==> src/rtl/lsu_dccm_arb.sv <==
// Single-port DCCM arbiter: pipe / store-buffer / DMA with two-cycle sub-word RMW.
// Define RV_DMA_STARVE_GUARD_EN to build the DMA starvation counter and freeze request.
module lsu_dccm_arb #(
    parameter int unsigned DMA_MAX_STALL = 8,
    parameter int unsigned CNT_W         = 4
) (
    input  logic clk,
    input  logic rst,
    input  logic clk_override,
    input  logic lsu_freeze_dc3,
    input  logic pipe_req,
    input  logic stbuf_req,
    input  logic stbuf_subword,
    input  logic stbuf_full,
    input  logic dma_req,
    input  logic dma_write,
    input  logic dma_subword,
    output logic pipe_gnt,
    output logic stbuf_gnt,
    output logic dma_gnt,
    output logic dccm_rden,
    output logic dccm_wren,
    output logic rmw_wr,
    output logic pipe_stall,
    output logic dma_starve_freeze,
    output logic arb_clken
);

    typedef enum logic {IDLE, RMW_WR} state_t;

    state_t state;
    logic   owner_dma;
    logic   starve;
    logic   cnt_nz;
    logic   g_pipe, g_sb, g_dma;
    logic   sb_rmw, dma_rmw;

    if (DMA_MAX_STALL < 1 || DMA_MAX_STALL > (2 ** CNT_W) - 1) begin : g_bad_cfg
        $error("lsu_dccm_arb: DMA_MAX_STALL out of range for CNT_W");
    end

`ifdef RV_DMA_STARVE_GUARD_EN
    localparam logic [CNT_W-1:0] CNT_MAX = CNT_W'(DMA_MAX_STALL);

    logic [CNT_W-1:0] cnt;

    always_ff @(posedge clk or posedge rst) begin
        if (rst) begin
            cnt <= '0;
        end else if (dma_req & ~g_dma) begin
            if (cnt != CNT_MAX)
                cnt <= cnt + CNT_W'(1);
        end else begin
            cnt <= '0;
        end
    end

    always_comb begin
        starve = (cnt == CNT_MAX);
        cnt_nz = (cnt != '0);
    end
`else
    always_comb begin
        starve = 1'b0;
        cnt_nz = 1'b0;
    end
`endif

    always_comb begin
        g_pipe = 1'b0;
        g_sb   = 1'b0;
        g_dma  = 1'b0;
        if (state == IDLE) begin
            if (starve & dma_req)                 g_dma  = 1'b1;
            else if (pipe_req & ~lsu_freeze_dc3)  g_pipe = 1'b1;
            else if (stbuf_full & stbuf_req)      g_sb   = 1'b1;
            else if (dma_req)                     g_dma  = 1'b1;
            else if (stbuf_req)                   g_sb   = 1'b1;
        end
    end

    always_comb begin
        sb_rmw  = g_sb & stbuf_subword;
        dma_rmw = g_dma & dma_write & dma_subword;
    end

    always_ff @(posedge clk or posedge rst) begin
        if (rst) begin
            state     <= IDLE;
            owner_dma <= 1'b0;
        end else begin
            case (state)
                IDLE: begin
                    if (sb_rmw | dma_rmw) begin
                        state     <= RMW_WR;
                        owner_dma <= dma_rmw;
                    end
                end
                default: state <= IDLE;
            endcase
        end
    end

    // The RMW owner keeps its request up through the write phase.
    assert property (@(posedge clk) disable iff (rst)
        (state == RMW_WR) |-> (owner_dma ? dma_req : stbuf_req));

    // Outputs are forced low while reset is held; arb_clken stays live so clocks can run.
    always_comb begin
        pipe_gnt          = ~rst & g_pipe;
        stbuf_gnt         = ~rst & g_sb;
        dma_gnt           = ~rst & g_dma;
        dccm_rden         = ~rst & (g_pipe | (g_dma & ~dma_write) | sb_rmw | dma_rmw);
        dccm_wren         = ~rst & ((state == RMW_WR)
                                    | (g_sb & ~stbuf_subword)
                                    | (g_dma & dma_write & ~dma_subword));
        rmw_wr            = ~rst & (state == RMW_WR);
        pipe_stall        = ~rst & pipe_req & ~lsu_freeze_dc3 & ~g_pipe;
        dma_starve_freeze = ~rst & starve;
        arb_clken         = pipe_req | stbuf_req | dma_req | (state != IDLE)
                            | cnt_nz | clk_override;
    end

endmodule

==> config.mk <==
export PLATFORM = sky130hd
export DESIGN_NAME = lsu_dccm_arb
export DESIGN_NICKNAME = d
export VERILOG_FILES = /design/src/rtl/lsu_dccm_arb.sv
export SDC_FILE = /design/constraint.sdc
export NUM_CORES = 1
export LEC_CHECK = 0
export CORE_AREA = 5 5 42 44
export CTS_BUF_LIST = sky130_fd_sc_hd__clkbuf_2
export DETAILED_ROUTE_END_ITERATION = 10
export DIE_AREA = 0 0 47 49
export PLACE_DENSITY_LB_ADDON = 0.12
export SLEW_MARGIN = 25
export SYNTH_ARGS = -nofsm -noshare
export SYNTH_HDL_FRONTEND = slang
export SYNTH_SLANG_ARGS = --single-unit
==> constraint.sdc <==
create_clock -name clk -period 1 [get_ports clk]
set_input_delay 0.1 -clock clk [delete_from_list [all_inputs] [get_ports clk]]
set_output_delay 0.1 -clock clk [all_outputs]
set_load 0.05 [all_outputs]
Yosys cells after proc, flatten, opt, wreduce, memory -nomap -nowiden
Cells that the tools add are included.
{"block": "totals", "mem_bits_rw": 0, "mem_bits_ro": 0, "elab_cells": 47, "latchBits": 0, "in_bits": 11, "register_bits": 1, "mem_count": 0, "out_inout_bits": 9}
{"block": "op_classes", "n_bitwise": 33, "addsub": 0, "mux": 13, "n_div": 0, "magnitude_cmp": 0, "n_mul": 0, "n_eq_ne": 0, "shift": 0, "reduce_logical": 0}
{"cell": "AND 1 bit", "count": 17}
{"cell": "two-way mux 1 bit", "count": 13}
{"cell": "bitwise OR 1 bit", "count": 10}
{"cell": "NOT 1 bit", "count": 6}

Depth between registers and ports, before layout
{"block": "depth", "depth_word": 9, "depth_mapped": 3, "depth_no_buf": 3}

Worst setup path after synthesis
No wires, ideal clock.
{"block": "synth_timing", "path_type": "reg-to-output", "start": "reg state", "end": "out pipe_stall", "required_ns": 0.900, "t_arrival_ns": 1.987, "slack_ns": -1.087, "path_stages_with_launch": 3, "path_cell_list": "dfrtp_1 -> nor2b_1 -> nor2b_1"}
{"block": "synth_between", "elab_chain_cells": 3}
{"item": "start, declared", "line_no": "31", "rtl": "state_t state;"}
{"item": "start signal, assigned", "line_no": "89", "rtl": "state <= IDLE;"}
{"item": "start signal, assigned", "line_no": "95", "rtl": "state <= RMW_WR;"}
{"item": "start signal, assigned", "line_no": "99", "rtl": "default: state <= IDLE;"}
{"item": "two-way mux 1 bit", "line_no": "73", "rtl": "if (state == IDLE) begin"}
{"item": "NOT 1 bit", "line_no": "118", "rtl": "pipe_stall = ~rst & pipe_req & ~lsu_freeze_dc3 & ~g_pipe;"}
{"item": "AND 1 bit", "line_no": "118"}
{"item": "end, declared", "line_no": "24", "rtl": "output logic pipe_stall,"}
No other way between the ends.

Worst setup path after layout
{"block": "layout_timing", "start": "in stbuf_req", "end": "out dccm_rden"}
{"block": "layout_between", "elab_chain_cells": 9}
{"item": "start, declared", "line_no": "12", "rtl": "input logic stbuf_req,"}
{"item": "AND 1 bit / two-way mux 1 bit (equally long branches)", "line_no": "76, 78"}
{"item": "two-way mux 1 bit, on equally long branches", "line_no": "76, 77"}
{"item": "two-way mux 1 bit, on equally long branches", "line_no": "75, 76"}
{"item": "two-way mux 1 bit, on equally long branches", "line_no": "73, 75"}
{"item": "AND 1 bit / two-way mux 1 bit (equally long branches)", "line_no": "113, 73"}
{"item": "bitwise OR 1 bit / AND 1 bit (equally long branches)", "line_no": "113, 83"}
{"item": "bitwise OR 1 bit", "line_no": "113", "rtl": "dccm_rden = ~rst & (g_pipe | (g_dma & ~dma_write) | sb_rmw | dma_rmw);"}
{"item": "bitwise OR 1 bit (*)", "line_no": "113"}
{"item": "AND 1 bit (*)", "line_no": "113"}
{"item": "end, declared", "line_no": "21", "rtl": "output logic dccm_rden,"}
Every way passes the cells marked *; elsewhere a longest branch is shown, timed or not.

==> key figures <==
Global routing
  – Vias in the first global route: 322
  – Total GRT Usage: 0.08228
  – Largest net degree at the start of global routing: 8
  – Total global routing overflow: 0
  – First-pass GRT wire length: 1511 um
  – Initial antenna violation count: 0

Timing
  – Unrepaired setup endpoints after global routing: true
  – Setup ws final: -0.2128 ns
  – Number of slew-limit violations in the final report: 0
  – Final Hold Fails: 0
  – Fmax achieved: 0.8245 GHz
  – Final min period: 1.213 ns
  – Clock Skew: 0 ns
  – Fin crit share: 1.213
  – Setup TNS: -0.6282 ns
  – Final Setup Violations: 7

Cells and area
  – Layout cells sized above 1: 0.7213
  – ANT cells: 0
  – Final #Nets: 74
  – Layout area overhead: 262.3%
  – Final Cell Area: 684.4 sq um
  – Largest register FFs: 1
  – Largest register by flop count: state
  – Final Core Density: 0.4884
  – Fill count: 144
  – Largest registers: state (1)

Logic synthesis
  – Mean area per synthesized cell: 6.997 sq um
  – Sequential area share after synthesis: 0.1325
  – Post-Syn Nets: 38
  – Most frequent cell after synthesis: nor3_1
  – Mapped Area: 188.9 sq um
  – FFs w/ async S/R, synth: 1.000
  – Synth area leaders: dfrtp_1 13%, nor3_1 7.9%, a311oi_2 7.9%, nand2b_1 6.6%, nor2b_1 6.6%
  – Synth top area share: 0.1325
  – FF+latch count, synth: 1
  – Post-synth EDFFs: 0
  – Cells after Synth: 27
  – Synth warn: 0
  – Netlist cell types: 19
  – Ys flop type: dfrtp_1
  – Top cell type by total area after synthesis: dfrtp_1

Clock network
  – Hold Buf Count CTS: 0
  – Worst-Skew Late Latency: 0 ns
  – Clk slew on worst S/H paths: 0 ns

Hold path
  – Hold Path Class: in -> async

Floorplan
  – Core ar.: 1401 sq um
  – Starting Density: 0.1348
  – Row Count: 14
  – Die ar.: 2303 sq um
  – Num ports: 20
  – Die Wd: 47 um
  – Die height: 49 um

Power and ir drop
  – Power Dens Cells: 566.9 nW/um^2
  – Pleak: 0.3011 nW
  – Maximum vdd ir drop: 0.3608 mV

Setup path
  – Worst-path fanout max: 2
  – Worst-case reg-to-reg path depth: 3
  – Worst setup EP type: output port
  – Arrival time worst endpoint: 1.11 ns
  – Crit Path Class: in -> out
  – Worst endpoint required time: 0.90 ns
  – Crit start category: input port

Placement
  – RePlAce Congestion: 0.6123
  – Hpwl dp: 666.4 um
  – Buffers added on ports: 18
  – Dpl cell area: 576.8 sq um

Routing
  – Vias after detailed routing: 330
  – 1st-iter DRT viols: 2
  – Vias per inst: 4.286
  – First-pass iteration count of the detailed router: 4
  – Drt wl/cell: 11.87 um
  – DRT Wirelength: 914 um
  – # DRC: 0
  – Antenna Violating Nets Remaining: 0

Flow run
  – Max-cap violation count: 0

Status
  – Outcome: finished with violations
  – Failing checks: negative setup slack
## layout by cell type (no fill, tap or decap)
cell type / synthesis / final
a21boi_4: 0 / 1
a21bo_1: 1 / 1
clkdlybuf4s50_1: 0 / 1
nor3_4: 0 / 2
buf_2: 0 / 2
nor2_1: 2 / 1
a311oi_4: 0 / 1
a21oi_4: 0 / 1
o21a_1: 1 / 1
nor2b_4: 0 / 2
a21oi_2: 0 / 1
or2b_1: 1 / 1
clkdlybuf4s15_1: 0 / 1
nand2_1: 1 / 1
nand4b_1: 1 / 1
nand3_2: 0 / 2
buf_6: 0 / 8
nor3_1: 3 / 1
dfrtp_2: 0 / 1
buf_4: 1 / 13
and4_4: 0 / 1
nand2b_1: 2 / 1
a41oi_1: 1 / 1
dlygate4sd2_1: 0 / 3
conb_1: 1 / 1
nor2_2: 0 / 1
buf_12: 0 / 7
inv_1: 2 / 2
nand2b_4: 0 / 1
## metal layers
metal | wire length, um | global-route usage | vias to the layer above
met1 | 349 | 0.1094 | 156
met5 | 0 | 0 | -
met3 | 75 | 0.01476 | 0
li1 | - | - | 164
met2 | 489 | 0.1425 | 10
met4 | 0 | 0 | 0
## worst max-delay path, stage by stage
cell and delay [ns]:
buf_6 0.09, buf_6 0.11, a21boi_4 0.15, nand3_2 0.12, a311oi_4 0.36, buf_12 0.18
## power breakdown
group / leakage (nW) / internal (mW) / switching [mW]
clock: 0 / 0 / 0
sequential: 0.0118 / 0.0447 / 0.00793
combinational: 0.289 / 0.176 / 0.159
total: 0.301 / 0.221 / 0.167
## final cells by class
| class | count | area [sq um] | share of cell area |
|---|---|---|---|
| inverters | 2 | 7.507 | 0.01097 |
| multi-input cells | 23 | 246.5 | 0.3601 |
| flip-flops and latches | 1 | 26.28 | 0.03839 |
| well taps | 16 | 20.02 | 0.02925 |
| repair buffers | 35 | 384.1 | 0.5612 |
## metrics by stage
stage          std cells  setup WS, ns  power, mW  hold slack, ns
2_1_floorplan         27       -0.2610     0.1888         -0.1713
3_3_place_gp          69       -0.6051     0.3414          0.4889
3_5_place_dp          69       -0.6394     0.3433          0.4914
4_1_cts               74       -0.2392     0.3659          0.2293
5_1_grt               77       -0.2584     0.4082          0.2738
6_report              77       -0.2128     0.3880          0.2443
## what timing repair did
item,CTS,global route
buffers inserted,5,3
endpoints found under the setup margin,9,9
resized for setup,35,5
pin swaps,7,7
## kinds of logic after synthesis
kind of cell,after synthesis,synth area share
AND/OR/NAND/NOR,15,0.4569
AO/OA/AOI/OAI,7,0.3113
buffers and inverters,3,0.07950
flip-flops,1,0.1324
other,1,0.01985
## worst paths after layout
| check | slack [ns] | start | end |
|---|---|---|---|
| min | 0.24 | rst | state$_DFF_PP0_ |
| min reg2reg | 0.84 | state$_DFF_PP0_ | state$_DFF_PP0_ |
| max reg2reg | 0.01 | state$_DFF_PP0_ | state$_DFF_PP0_ |
| max | -0.21 | stbuf_req | dccm_rden |
| max in group asynchronous | 0.65 | rst | state$_DFF_PP0_ |
| min in group clk | 0.55 | dma_req | arb_clken |
Note: power is estimated with default switching activity, not from simulation.
